### config.mk
export PLATFORM = sky130hd
export DESIGN_NAME = psum_drain
export DESIGN_NICKNAME = d
export VERILOG_FILES = /design/src/rtl/psum_drain.sv
export SDC_FILE = /design/constraint.sdc
export NUM_CORES = 1
export LEC_CHECK = 0
export ABC_AREA = 1
export CAP_MARGIN = 0
export CORE_MARGIN = 2
export CORE_UTILIZATION = 40
export CTS_CLUSTER_SIZE = 30
export DETAILED_ROUTE_END_ITERATION = 12
export PLACE_DENSITY = 0.57
export SYNTH_ARGS = -nofsm -noshare
export SYNTH_HDL_FRONTEND = slang
export SYNTH_SLANG_ARGS = --single-unit
### constraint.sdc
create_clock -name clk -period 5.8 [get_ports clk]
set_input_delay 1.16 -clock clk [delete_from_list [all_inputs] [get_ports clk]]
set_output_delay 1.16 -clock clk [all_outputs]
set_load 0.01 [all_outputs]
### src/rtl/psum_drain.sv
// Drain stage at the tail of a PE column: tracks which PE outputs are real via a tag
// delay line, requantizes them to int8 and queues them for the ofmap writer with credit flow control.
module psum_drain #(
   parameter int unsigned KERNEL_W   = 3,
   parameter int unsigned PIPE_LAT   = 5,
   parameter int unsigned FIFO_DEPTH = 8
) (
   input  logic               clk,
   input  logic               rst,
   input  logic               sample_fire,
   input  logic               sample_last,
   input  logic signed [31:0] pe_sum,
   input  logic        [4:0]  shift_amt,
   input  logic               relu_en,
   output logic               accept_ok,
   output logic signed [7:0]  out_data,
   output logic               out_valid,
   output logic               out_last,
   input  logic               out_ready,
   output logic               overflow_err
);
   localparam int unsigned CW = $clog2(KERNEL_W) + 1;
   localparam int unsigned AW = (FIFO_DEPTH > 1) ? $clog2(FIFO_DEPTH) : 1;
   localparam int unsigned NW = $clog2(FIFO_DEPTH) + 1;
   localparam int unsigned IW = $clog2(PIPE_LAT + 1);
   localparam int unsigned SW = ((NW > IW) ? NW : IW) + 1;

   logic [CW-1:0]       cnt;
   logic                producing;
   logic                prod_fire;
   logic [PIPE_LAT-1:0] tag_v;
   logic [PIPE_LAT-1:0] tag_l;
   logic                cap_v;
   logic                cap_l;
   logic [IW-1:0]       inflight;

   logic signed [32:0]  ext;
   logic signed [32:0]  rnd;
   logic signed [32:0]  v;
   logic signed [7:0]   q;

   logic [8:0]          mem [FIFO_DEPTH];
   logic [AW-1:0]       wptr;
   logic [AW-1:0]       rptr;
   logic [NW-1:0]       count;
   logic                full;
   logic                pop;
   logic                push_ok;

   assign producing = (cnt >= CW'(KERNEL_W - 1));
   assign prod_fire = sample_fire & producing;
   assign cap_v     = tag_v[PIPE_LAT-1];
   assign cap_l     = tag_l[PIPE_LAT-1];

   always_ff @(posedge clk) begin
      if (rst) begin
         cnt <= '0;
      end else if (sample_fire) begin
         if (sample_last)
            cnt <= '0;
         else if (!producing)
            cnt <= cnt + CW'(1);
      end
   end

   always_ff @(posedge clk) begin
      if (rst) begin
         tag_v <= '0;
         tag_l <= '0;
      end else begin
         tag_v[0] <= prod_fire;
         tag_l[0] <= prod_fire & sample_last;
         for (int unsigned i = 1; i < PIPE_LAT; i++) begin
            tag_v[i] <= tag_v[i-1];
            tag_l[i] <= tag_l[i-1];
         end
      end
   end

   always_ff @(posedge clk) begin
      if (rst)
         inflight <= '0;
      else if (prod_fire && !cap_v)
         inflight <= inflight + IW'(1);
      else if (!prod_fire && cap_v)
         inflight <= inflight - IW'(1);
   end

   // Rounding add cannot overflow 33 bits: |pe_sum| < 2^31 and the bias is at most 2^30.
   always_comb begin
      ext = {pe_sum[31], pe_sum};
      rnd = '0;
      v   = ext;
      if (shift_amt != '0) begin
         rnd = 33'sd1 <<< (shift_amt - 5'd1);
         v   = (ext + rnd) >>> shift_amt;
      end
      if (relu_en && v[32])
         v = '0;
      if (v > 33'sd127)
         q = 8'sd127;
      else if (v < -33'sd128)
         q = -8'sd128;
      else
         q = v[7:0];
   end

   assign full    = (count == NW'(FIFO_DEPTH));
   assign pop     = out_valid & out_ready;
   assign push_ok = cap_v & (~full | pop);

   // When full with a pop, wptr == rptr: the head has already been presented this cycle.
   always_ff @(posedge clk) begin
      if (push_ok)
         mem[wptr] <= {cap_l, q};
   end

   always_ff @(posedge clk) begin
      if (rst) begin
         wptr         <= '0;
         rptr         <= '0;
         count        <= '0;
         overflow_err <= 1'b0;
      end else begin
         if (push_ok)
            wptr <= wptr + AW'(1);
         if (pop)
            rptr <= rptr + AW'(1);
         if (push_ok && !pop)
            count <= count + NW'(1);
         else if (!push_ok && pop)
            count <= count - NW'(1);
         if (cap_v && full && !pop)
            overflow_err <= 1'b1;
      end
   end

   assign out_valid = (count != '0);
   assign out_data  = out_valid ? $signed(mem[rptr][7:0]) : '0;
   assign out_last  = out_valid ? mem[rptr][8] : 1'b0;
   assign accept_ok = (SW'(count) + SW'(inflight)) < SW'(FIFO_DEPTH);

endmodule
==> results of run 1 <==
-- registers in the layout, summed over array words and instances, names as in the netlist, named ones only --
| name | cells |
|---|---|
| cnt | 3 |
| count | 4 |
| inflight | 3 |
| mem | 72 |
| overflow_err | 1 |
| rptr | 3 |
| tag_l | 5 |
| tag_v | 5 |
| wptr | 3 |
-- through the flow --
stage               setup WS (ns)  TNS, ns
global route             -0.08480   -4.448
finish                     0.2216        0
global placement          -0.2107   -11.38
floorplan                  0.5211        0
detailed placement        -0.3079   -16.37
CTS                       0.02317        0
-- cell usage in the layout (no fill, tap or decap), types with 17 or more instances in the layout --
| cell type | netlist | layout |
|---|---|---|
| a21oi_1 | 46 | 41 |
| ha_1 | 42 | 36 |
| nand2_1 | 476 | 440 |
| inv_1 | 234 | 234 |
| edfxtp_1 | 72 | 72 |
| o21ai_0 | 71 | 71 |
| nor2_2 | 7 | 21 |
| dfxtp_1 | 30 | 30 |
| nand3_1 | 304 | 261 |
| buf_4 | 0 | 132 |
| a31oi_1 | 17 | 17 |
| clkdlybuf4s50_1 | 0 | 54 |
| nand3_2 | 5 | 48 |
| nand2_2 | 11 | 39 |
| nor2_1 | 196 | 179 |
-- worst min-delay path: cells and delay by family (launching register included) --
family	cells	cell delay [ns]
buf+inv	1	0.04
flops	1	0.30
simple gates	1	0.03
-- metal layers --
metal	vias up	wire, µm
met4	0	1304
met2	277	16790
li1	5628	-
met5	-	0
met1	5070	14730
met3	61	1539
-- repair_timing --
item                       4_1_cts  5_1_grt
hold endpoints to repair         0        0
setup endpoints to repair        0       56
buffers inserted                 0        4
resized for setup                0      119
-- area by class of cell --
cell class / instances / share of cell area
clock buffers: 9 / 0.01822
inverters: 244 / 0.07410
well taps: 324 / 0.03280
flip-flops and latches: 102 / 0.2235
clock inverters: 7 / 0.004555
repair buffers: 186 / 0.1239
multi-input cells: 1249 / 0.5229
-- how the worst max path moves through the flow --
stage	to
finish	mem[3][3]
global route	mem[0][3]
CTS	mem[7][6]
detailed placement	mem[3][6]
global placement	mem[7][3]
floorplan	mem[0][0]
-- power groups by stage --
stage	clock network, mW	logic [mW]	registers [mW]
detailed placement	0	1.11	0.858
CTS	0.566	1.12	0.842
finish	0.554	1.15	0.841
global placement	0	1.10	0.858
global route	0.593	1.29	0.846
floorplan	0	0.688	0.842
-- cell families after synthesis --
family                   synth area share
AO/OA/AOI/OAI                     0.09001
XOR/XNOR                         0.006186
adder cells (fa/ha/maj)           0.05908
buffers and inverters              0.1189
flip-flops                         0.2788
multiplexers                     0.001010
AND/OR/NAND/NOR                    0.4460
==> results by group, run 1 <==
Outcome
  • Status: complete, no violations

Routing
  • Vias: 11040
  • DR DRC count: 0
  • Final wirelength: 34360 µm
  • Vias/cell: 5.203
  • Drt first pass iters: 5
  • Routed len/inst: 16.20 µm
  • DRT antenna net count: 0
  • Initial DRC count: approximately 700

Clock network
  • CTS Hold Bufs: 0
  • Clock sinks: 102
  • CTS tree: built
  • Clk_lat worst skew: 0.34 ns
  • Total CTS buffers: 9
  • Clock slew at reported path FFs: 0.07 ns
  • H-tree depth: 3
  • Clk buf depth: 2
  • CTS Root Cell: clkbuf_16

Global route
  • Met2 usage: 0.4538
  • Vias in the first global route: 10210
  • M1 GR Usage: 0.3255
  • First-pass GRT wire length: 53030 µm
  • Largest net degree at the start of global routing: 38
  • GRT Total Usage: 0.2596
  • Global route overflow: 0
  • Busiest grt layer: met2
  • Initial antenna violation count: 1
  • Global Route met3 Usage: 0.02388

Setup path
  • CP Data Required Time: between 5 and 6 ns
  • Setup crit start: shift_amt[1]
  • CP Depth: 35
  • Critical Path Sink Type: register
  • Reg2reg setup slack: 2.24 ns
  • Highest-delay cell along the critical path: clkdlybuf4s50_1
  • CP Buf/Inv Count: 8
  • Worst reg2reg startpoint: count[1]
  • CP peak stage delay: 0.43 ns
  • R2R depth: 15
  • Crit path max fanout: 8
  • Top cell by count, worst path: nor2_2
  • R2r endpoint: count[3]
  • Crit path DAT: 5.66 ns
  • CP Class: primary input to register
  • Type of origin of the critical path: primary input
  • Delay-heaviest family, CP: simple AND/OR/NAND/NOR gates

Power and ir drop
  • Sequential share of power: 0.330
  • Leakage power: 6.051 nW
  • Internal power: between 1.5 and 2 mW
  • Net switching power: around 1 mW
  • Comb power frac: 0.453
  • Cell Pwr Density: ~210 nW/µm²
  • Total power: 2.549 mW
  • Sw frac: 0.3843
  • Clock power frac: 0.217
  • Peak supply drop: roughly 0.00024 V

Place
  • Post-DP Area: 11550 µm²
  • Placed Cells: 2100
  • Post-DP HPWL: ~28000 µm
  • PortBufs: 54
  • GP Congestion: roughly 1.0

Synth
  • Register bit count reported by yosys: 102
  • Top cells by area, synth: edfxtp_1 (22%), nand2_1 (18%), nand3_1 (15%)
  • Largest area contributor in the netlist: edfxtp_1
  • Most used flip-flop cell after synthesis: edfxtp_1
  • Post-synthesis cell area: 9911 µm²
  • Syn avg cell area: 5.988 µm²
  • Synth warn: 0
  • Synth cell count leaders: nand2_1 (476), nand3_1 (304), inv_1 (234)
  • Area share of the largest cell type after synthesis: 0.2182
  • Netlist cell types: 41
  • Syn Nets: 1743
  • Number of synthesized flops with an enable pin: 72
  • Post-Synthesis Cells: 1655
  • Cell with the most instances after synthesis: nand2_1
  • Post-synthesis sequential area ratio: 0.2788
  • Post-synth ARST share: 0

STA
  • Final hold vios: 0
  • Final cycle utilization of the critical path: 0.9618
  • Slew @ Worst Pin: 1.085 ns
  • Worst hold margin: 0.4056 ns
  • Max Fclk: 0.1793 GHz
  • Minimum clock period: roughly 5.6 ns
  • Final Max Slew Viols: 0
  • Final setup viols: 0
  • Skew final: roughly 0.0080 ns
  • Slew HR: 0.2738

Floorplanning
  • Die Height: 161.4 µm
  • Starting density of the core: 0.4075
  • Core ar.: 24320 µm²
  • Die X: 161.4 µm
  • Die area: 26050 µm²
  • Row count: between 50 and 60
  • Ports: 55

Worst hold path
  • Hold EP: tag_l[2]
  • Hold Path Class: register to register
  • Hold-critical path depth: 2
  • Worst Min Path Start: tag_l[1]

Finish
  • Final cell count without fillers: 2121
  • Fill count: about 2600
  • Final Util: 0.5083
  • Area occupied by multi-input gates: about 6500 µm²
  • Nets: 1880
  • Number of diodes: 0
  • Design area: 12360 µm²
  • Layout cells sized above 1: 0.1630
  • Sequential Area: 2763 µm²
  • Layout area overhead: 24.72%

Flow run
  • Max-Cap Viols: 0
Power figures use the tool's default switching activity.
==> run 2, diff against run 1 <==
Settings changed: CELL_PAD_IN_SITES_DETAIL_PLACEMENT set to 0, CELL_PAD_IN_SITES_GLOBAL_PLACEMENT set to 2, CORE_UTILIZATION 40 to 33, PLACE_DENSITY 0.57 to 0.82.
==> run 2 against run 1 <==
Compared with the run above: clock skew increased by 0.0028 ns; worst setup slack improved by 0.087 ns; clock power increased by 4.5%; first-iteration DRC count increased by 53%; register-to-register slack improved by 0.04 ns; non-clock buffer count increased by 38.
==> results by group, run 2 (synthesis results as in run 1) <==
Outcome
  • Status: complete, no violations

Setup path
  • Crit path max fanout: 16
  • CP Data Required Time: 5.89 ns
  • CP Class: primary input to register
  • Critical Path Sink Type: register
  • Type of origin of the critical path: primary input
  • Highest-delay cell along the critical path: clkdlybuf4s50_1
  • CP peak stage delay: 0.55 ns
  • Top cell by count, worst path: nand2_1
  • Crit path DAT: 5.58 ns
  • Reg2reg setup slack: ~2.3 ns

STA
  • Minimum clock period: between 5 and 6 ns
  • Final hold vios: 0
  • Final Max Slew Viols: 0
  • Slew HR: 0.2318
  • Max Fclk: 0.1821 GHz
  • Slew @ Worst Pin: 1.148 ns
  • Final setup viols: 0
  • Final cycle utilization of the critical path: 0.9468
  • RSZ-0062 raised after global routing: false
  • Skew final: 0.01082 ns

Routing
  • DRT antenna net count: 0
  • Vias: around 11000
  • Routed len/inst: 17.69 µm
  • Drt first pass iters: 5
  • Final wirelength: 39330 µm
  • Initial DRC count: 1045
  • Vias/cell: 5.052
  • DR DRC count: 0

Clock network
  • CTS Root Cell: clkbuf_16
  • H-tree depth: 3
  • Clk_lat worst skew: 0.35 ns
  • Clock slew at reported path FFs: about 0.08 ns
  • CTS Hold Bufs: 0
  • Total CTS buffers: 9
  • CTS tree: built
  • Clock sinks: 102
  • Clk buf depth: 2

Global route
  • Global route overflow: 0
  • Vias in the first global route: 10390
  • GRT Total Usage: 0.2494
  • Largest net degree at the start of global routing: 48
  • Initial antenna violation count: 0
  • First-pass GRT wire length: between 50000 and 60000 µm

Finish
  • Fill count: approximately 3200
  • Layout cells sized above 1: 0.1723
  • Largest registers: mem (72), tag_l (5), tag_v (5)
  • Nets: about 1900
  • Sequential Area: roughly 2800 µm²
  • Layout area overhead: 28.28%
  • Area occupied by multi-input gates: between 6000 and 7000 µm²
  • Design area: 12710 µm²
  • Largest reg by FF count: mem
  • Most common cell after layout, fill and taps aside: nand2_1
  • Max reg flops: 72
  • Number of diodes: 0
  • Leading cell types in the layout, fill and taps excluded: nand2_1 (447), nand3_1 (289), inv_1 (232)

Floorplanning
  • Die Height: 177.3 µm
  • Die X: 177.3 µm
  • Die area: 31440 µm²
  • Starting density of the core: 0.3344
  • Row count: 63
  • Ports: 55
  • Core ar.: 29640 µm²

Power and ir drop
  • Total power: 2.613 mW
  • Peak supply drop: 0.0001369 V
  • Cell Pwr Density: 205.6 nW/µm²
  • Leakage power: 6.198 nW

Place
  • PortBufs: 54
  • Post-DP HPWL: 31760 µm
  • Post-DP Area: 11950 µm²
  • GP Congestion: 0.9240

Worst hold path
  • Hold Path Class: register to register

Flow run
  • Max-Cap Viols: 0
-- run 2: cell types whose count changed in the layout (fill, tap and decap cells not counted), moves of 7 or more --
cell,delta
buf_4,+34
nand3_2,-29
nand3_1,+28
nor2_1,-12
nor2_2,+11
nand2_1,+7
nand2_2,-7
-- run 2: final cells by class --
type,instances,share of cell area
clock buffer,9,0.01771
inverter,244,0.07204
tap,390,0.03838
clock inverter,7,0.004822
sequential,102,0.2173
timing repair buffer,224,0.1465
multi-input combinational,1248,0.5032
-- run 2: what timing repair did --
item	4_1_cts	5_1_grt
pin swaps	0	17
setup buffers	0	5
hold endpoints to repair	0	0
resized for setup	0	111
setup endpoints to repair	40	56
-- run 2: worst paths after layout --
check        cells after the start         start        end
max reg2reg                     15      count[1]   count[3]
max                             31  shift_amt[2]  mem[2][2]
min reg2reg                      2      tag_v[0]   tag_v[1]
min                              2      tag_v[0]   tag_v[1]
-- run 2: worst max-delay path: cells and delay by family --
| family | cells | cell delay, ns |
|---|---|---|
| compound gates | 2 | 0.15 |
| fa+ha+maj | 1 | 0.31 |
| buf+inv | 7 | 1.37 |
| simple gates | 21 | 2.57 |
-- run 2: where the power goes --
part | leakage (nW) | switching (mW) | internal [mW]
Sequential | 0.883 | 0.0251 | 0.808
Combinational | 5.17 | 0.722 | 0.480
Clock | 0.140 | 0.279 | 0.300
-- run 2: routing by layer --
| metal | GRT usage | wire length, µm | vias up |
|---|---|---|---|
| li1 | - | - | 5702 |
| met1 | 0.3758 | 19650 | 5178 |
| met2 | 0.3761 | 16790 | 314 |
| met3 | 0.03320 | 2057 | 41 |
| met4 | 0.05499 | 834 | 0 |
| met5 | 0 | 0 | - |
-- run 2: through the flow --
stage	util	std cells	TNS, ns	hold slack, ns	worst slack (ns)
final	0.4290	2224	0	0.4033	0.3083
after CTS	0.4130	2219	-0.4656	0.4034	-0.02292
after global routing	0.4290	2224	0	0.4184	0.03254
after detailed placement	0.4033	2203	-19.05	0.3932	-0.3562
after global placement	0.4033	2203	-14.39	0.3891	-0.2652
after floorplan	-	1655	0	0.3883	0.5211
==> RTL edit 1: new RTL, config.mk and constraints of run 1 <==
Put one more register stage on the output `overflow_err`, with the module's reset. The value now appears one clock later. The other outputs are not delayed to match.
--- a/src/rtl/psum_drain.sv
+++ b/src/rtl/psum_drain.sv
@@ -24,6 +24,8 @@
    localparam int unsigned NW = $clog2(FIFO_DEPTH) + 1;
    localparam int unsigned IW = $clog2(PIPE_LAT + 1);
    localparam int unsigned SW = ((NW > IW) ? NW : IW) + 1;
+
+   logic overflow_err_s0;
 
    logic [CW-1:0]       cnt;
    logic                producing;
@@ -120,7 +122,7 @@
          wptr         <= '0;
          rptr         <= '0;
          count        <= '0;
-         overflow_err <= 1'b0;
+         overflow_err_s0 <= 1'b0;
       end else begin
          if (push_ok)
             wptr <= wptr + AW'(1);
@@ -131,7 +133,7 @@
          else if (!push_ok && pop)
             count <= count - NW'(1);
          if (cap_v && full && !pop)
-            overflow_err <= 1'b1;
+            overflow_err_s0 <= 1'b1;
       end
    end
 
@@ -140,4 +142,12 @@
    assign out_last  = out_valid ? mem[rptr][8] : 1'b0;
    assign accept_ok = (SW'(count) + SW'(inflight)) < SW'(FIFO_DEPTH);
 
+   always_ff @(posedge clk) begin
+      if (rst) begin
+         overflow_err <= '0;
+      end else begin
+         overflow_err <= overflow_err_s0;
+      end
+   end
+
 endmodule
Function: no difference found for any inputs over 10 cycles, from zero or initial values and one cycle with rst high; that may be too few to reach the edited logic, so the function may still have changed.
==> RTL edit 1 against run 1 <==
  * Register-to-register slack better by 0.54 ns
  * Sequential cell count is 1 higher
  * Worst setup slack better by 0.071 ns
  * Routed wire length rose by 1.2%
  * Area after synthesis rose by 2.2%
  * Final area up 1.3%
  * Clock power shrank 2%
  * Sequential share of layout area down 0.13 points
  * Critical endpoint is now mem[5][5]$_DFFE_PP_
  * Total power is 3.7% lower
==> RTL edit 1: results (changes against run 1) <==
stage,metric,value,unit,change
outcome,outcome,finished clean,,
final_layout,drive_above_1_share,16.7,%,+0.43 points
setup_path,arrival,5.57,ns,-0.09 ns
place,post_dp_cell_area,0.0119,mm2,+2.9%
grt,grt_pass1_wl,53.6,mm,+1.1%
place,dpl.hpwl,28.1,mm,+2.0%
logic_synthesis,yosys-top-cells-area,"edfxtp_1 21%, nand2_1 17%, nand3_1 14%",,
sta,tightest_slew,1.11,ns,+0.0199 ns
place,dp.cells,2131,,+1.5%
place,place_ws,-0.245,ns,+0.0625 ns
grt,antenna_found_initial,0,,-1
grt,grt_pass1_vias,10300,,+0.55%
route,wl_per_cell,16.2,um,-0.21%
route,vias,11000,,-0.063%
pwr,p_sw_share,36.6,%,-1.9 points
logic_synthesis,synth_edf_count,72,,unchanged
logic_synthesis,synth_top_cells_by_count,"466 x nand2_1, 282 x nand3_1, 231 x inv_1",,
final_layout,fin_nets,1905,,+1.3%
route,drtIter0Drc,876,,+29%
grt,grt_max_degree,47,,+24%
final_layout,area_growth,23.7,%,
clocking,cts-root-buf,clkbuf_16,,
pwr,leakagePower,6.16,nW,+1.8%
setup_path,cp_max_fo,8,,unchanged
logic_synthesis,muxShareOfSynthArea,0,%,-0.10 points
sta,skew,0.00657,ns,-0.00146 ns
route,wirelength,34.8,mm,+1.2%
logic_synthesis,syn_nets,1752,,+0.52%
pwr,ir_drop,0.235,mV,-3.5%
place,gp_congestion,0.986,,-1.9%
final_layout,fillers,2656,,+3.3%
logic_synthesis,yosysSeqAreaShare,27.5,%,-0.40 points
grt,grt_usage,25.9,%,about the same
route,antenna_left,0,,unchanged
logic_synthesis,yosysWarnings,0,,unchanged
hold_path,hold_path.class,reg -> reg,,
logic_synthesis,synth_cell_types,45,,+9.8%
logic_synthesis,avgSynthCellArea,6.09,um2,+1.6%
logic_synthesis,synthXorXnorAreaFrac,0.692,%,+0.073 points
final_layout,n_antenna_cell,0,,unchanged
logic_synthesis,synth_fa_ha_area_share,5.78,%,-0.13 points
logic_synthesis,synth_compound_area_share,8.67,%,-0.33 points
==> RTL edit 1: metal layers <==
| metal | vias up | track usage, % | part of all wire (%) |
|---|---|---|---|
| met1 | 5009 | 32.7 | 43 |
| met5 | - | 0 | 0 |
| met4 | 0 | 10.2 | 3.9 |
| met2 | 283 | 46.4 | 49 |
| met3 | 61 | 1.52 | 3.6 |
| li1 | 5676 | - | - |
==> RTL edit 1: path summary, 6_finish.rpt <==
kind | from | end | slack [ns] | cells past startpoint
worst max register to register | count[1]$_SDFFE_PP0P_ | count[3]$_SDFFE_PP0P_ | 2.78 | 17
worst min register to register | tag_v[3]$_SDFF_PP0_ | tag_v[4]$_SDFF_PP0_ | 0.40 | 2
worst max-delay path | shift_amt[0] | mem[5][5]$_DFFE_PP_ | 0.29 | 36
worst min-delay path | tag_v[3]$_SDFF_PP0_ | tag_v[4]$_SDFF_PP0_ | 0.40 | 2
==> RTL edit 1: final cells by class <==
| type | count | share of cell area (%) |
|---|---|---|
| multi-input cells | 1257 | 51.7 |
| repair buffers | 201 | 13.3 |
| inverters | 245 | 7.34 |
| clock inverters | 3 | 0.150 |
| well taps | 330 | 3.30 |
| flip-flops and latches | 103 | 22.2 |
| clock buffers | 13 | 2.08 |
==> RTL edit 1: power groups by stage <==
stage               registers [mW]  logic (mW)  clock network (mW)
global placement             0.857        1.03                   0
CTS                          0.842        1.04               0.556
global route                 0.845        1.19               0.579
floorplan                    0.842       0.646                   0
finish                       0.841        1.07               0.544
detailed placement           0.858        1.04                   0
==> RTL edit 1: what timing repair did <==
| action | 4_1_cts | 5_1_grt |
|---|---|---|
| setup endpoints to repair | 0 | 56 |
| buffers inserted | 0 | 4 |
| resized for setup | 0 | 79 |
==> RTL edit 2: new RTL, flow settings as in run 1 <==
Without the edit above. Set the parameter `PIPE_LAT` to 6 (it was 5).
--- a/src/rtl/psum_drain.sv
+++ b/src/rtl/psum_drain.sv
@@ -2,7 +2,7 @@
 // delay line, requantizes them to int8 and queues them for the ofmap writer with credit flow control.
 module psum_drain #(
    parameter int unsigned KERNEL_W   = 3,
-   parameter int unsigned PIPE_LAT   = 5,
+   parameter int unsigned PIPE_LAT   = 6,
    parameter int unsigned FIFO_DEPTH = 8
 ) (
    input  logic               clk,
Check against the original RTL: not equivalent (a bounded check fails within 10 cycles, from zero or initial values and one cycle with rst high).
==> RTL edit 2 against run 1 <==
  * Total power down 1.4%
  * Maximum frequency is 2.2% higher
  * First-iteration DRC count grew 3.2%
  * Largest power group unchanged
  * Combinational power shrank 4%
  * Sequential share of layout area up 0.63 points
  * Hold slack worse by 0.0059 ns
  * Final area decreased by 1.3%
  * Synthesized cell count rose by 0.48%
  * Routed wire length shrank 2.3%
  * Area after synthesis is 2.0% higher
  * Critical path depth grew 3
  * Highest routed layer unchanged
  * Sequential cell count is 2 higher
  * Via count down 2.0%
  * Worst setup slack better by 0.12 ns
==> RTL edit 2: results (changes against run 1) <==
stage,metric,value,unit,change
outcome,outcome,finished clean,,
route,wirelength,33.6,mm,-2.3%
route,routed_via_density,5.09,,-2.1%
sta,hold_ws,0.400,ns,-0.00589 ns
route,met1_length,14.5,mm,-1.3%
route,wl_per_cell,15.8,um,-2.4%
grt,grt_max_degree,47,,+24%
logic_synthesis,avgSynthCellArea,6.08,um2,+1.5%
final_layout,drive_above_1_share,14.2,%,-2.1 points
pwr,combPwrFrac,43.6,%,-1.7 points
route,firstDrtPassIters,6,,+1
place,place_ws,-0.211,ns,+0.0966 ns
final_layout,nFlopsAndLatches,104,,+2.0%
place,dpl.hpwl,27.2,mm,-1.2%
grt,use_met1,31.9,%,-0.68 points
final_layout,reg.largest.list,"mem: 72 flops, tag_l: 6 flops, tag_v: 6 flops",,
hold_path,min_to,tag_v[5]$_SDFF_PP0_,,
sta,relSlewSlack,27.1,%,-0.27 points
final_layout,multi_input_area_share,52.2,%,-0.12 points
pwr,p_switching,955,uW,-2.5%
logic_synthesis,syn_nets,1751,,+0.46%
grt,use_met3,1.94,%,-0.45 points
grt,grt_usage,25.3,%,-0.66 points
setup_path,reg2reg_from,count[0]$_SDFFE_PP0P_,,
logic_synthesis,synth_fa_ha_area_share,5.79,%,-0.11 points
logic_synthesis,synth_cell_types,43,,+4.9%
final_layout,clockNetworkAreaShare,2.30,%,+0.020 points
die,die_w,163,um,+0.96%
pwr,power_density,206,mW/mm2,-0.11%
final_layout,buffers,173,,-7.0%
place,post_dp_cell_area,0.0117,mm2,+0.99%
pwr,leakagePower,5.97,nW,-1.3%
route,drtIter0Drc,703,,+3.2%
final_layout,multi_input_comb_cells,1259,,+0.80%
place,gp_congestion,0.960,,-4.4%
logic_synthesis,muxShareOfSynthArea,0,%,-0.10 points
logic_synthesis,yosysSeqAreaShare,27.7,%,-0.15 points
grt,grt_pass1_wl,52.4,mm,-1.2%
route,wl_met2,16.5,mm,-1.5%
setup_path,ff2ff_setup_slack,3.16,ns,+0.92 ns
sta,min_period_over_period,94.1,%,-2.1 points
setup_path,slowest_delay,0.50,ns,+0.07 ns
setup_path,arrival,5.54,ns,-0.12 ns
place,dp.cells,2105,,+0.24%
sta,skew,0.00830,ns,+0.000277 ns
final_layout,fillers,2660,,+3.5%
grt,antenna_found_initial,0,,-1
==> RTL edit 2: repair_timing <==
action / in CTS / in global routing
resized for setup: 0 / 61
setup endpoints to repair: 0 / 56
endpoints found under the hold margin: 0 / 0
setup buffers: 0 / 1
==> RTL edit 2: worst max path at each step <==
stage                      start  cells after the start             endpoint
finish              shift_amt[0]                     38  mem[7][2]$_DFFE_PP_
floorplan           shift_amt[4]                     37  mem[0][0]$_DFFE_PP_
CTS                 shift_amt[0]                     37  mem[4][3]$_DFFE_PP_
global route        shift_amt[1]                     38  mem[3][2]$_DFFE_PP_
global placement    shift_amt[0]                     38  mem[6][6]$_DFFE_PP_
detailed placement  shift_amt[0]                     37  mem[6][3]$_DFFE_PP_
==> RTL edit 2: critical path, delay by kind of cell <==
| family | cells | cell delay (ns) |
|---|---|---|
| AND/OR/NAND/NOR | 30 | 3.02 |
| buffers and inverters | 7 | 1.07 |
| adder cells (fa/ha/maj) | 1 | 0.27 |
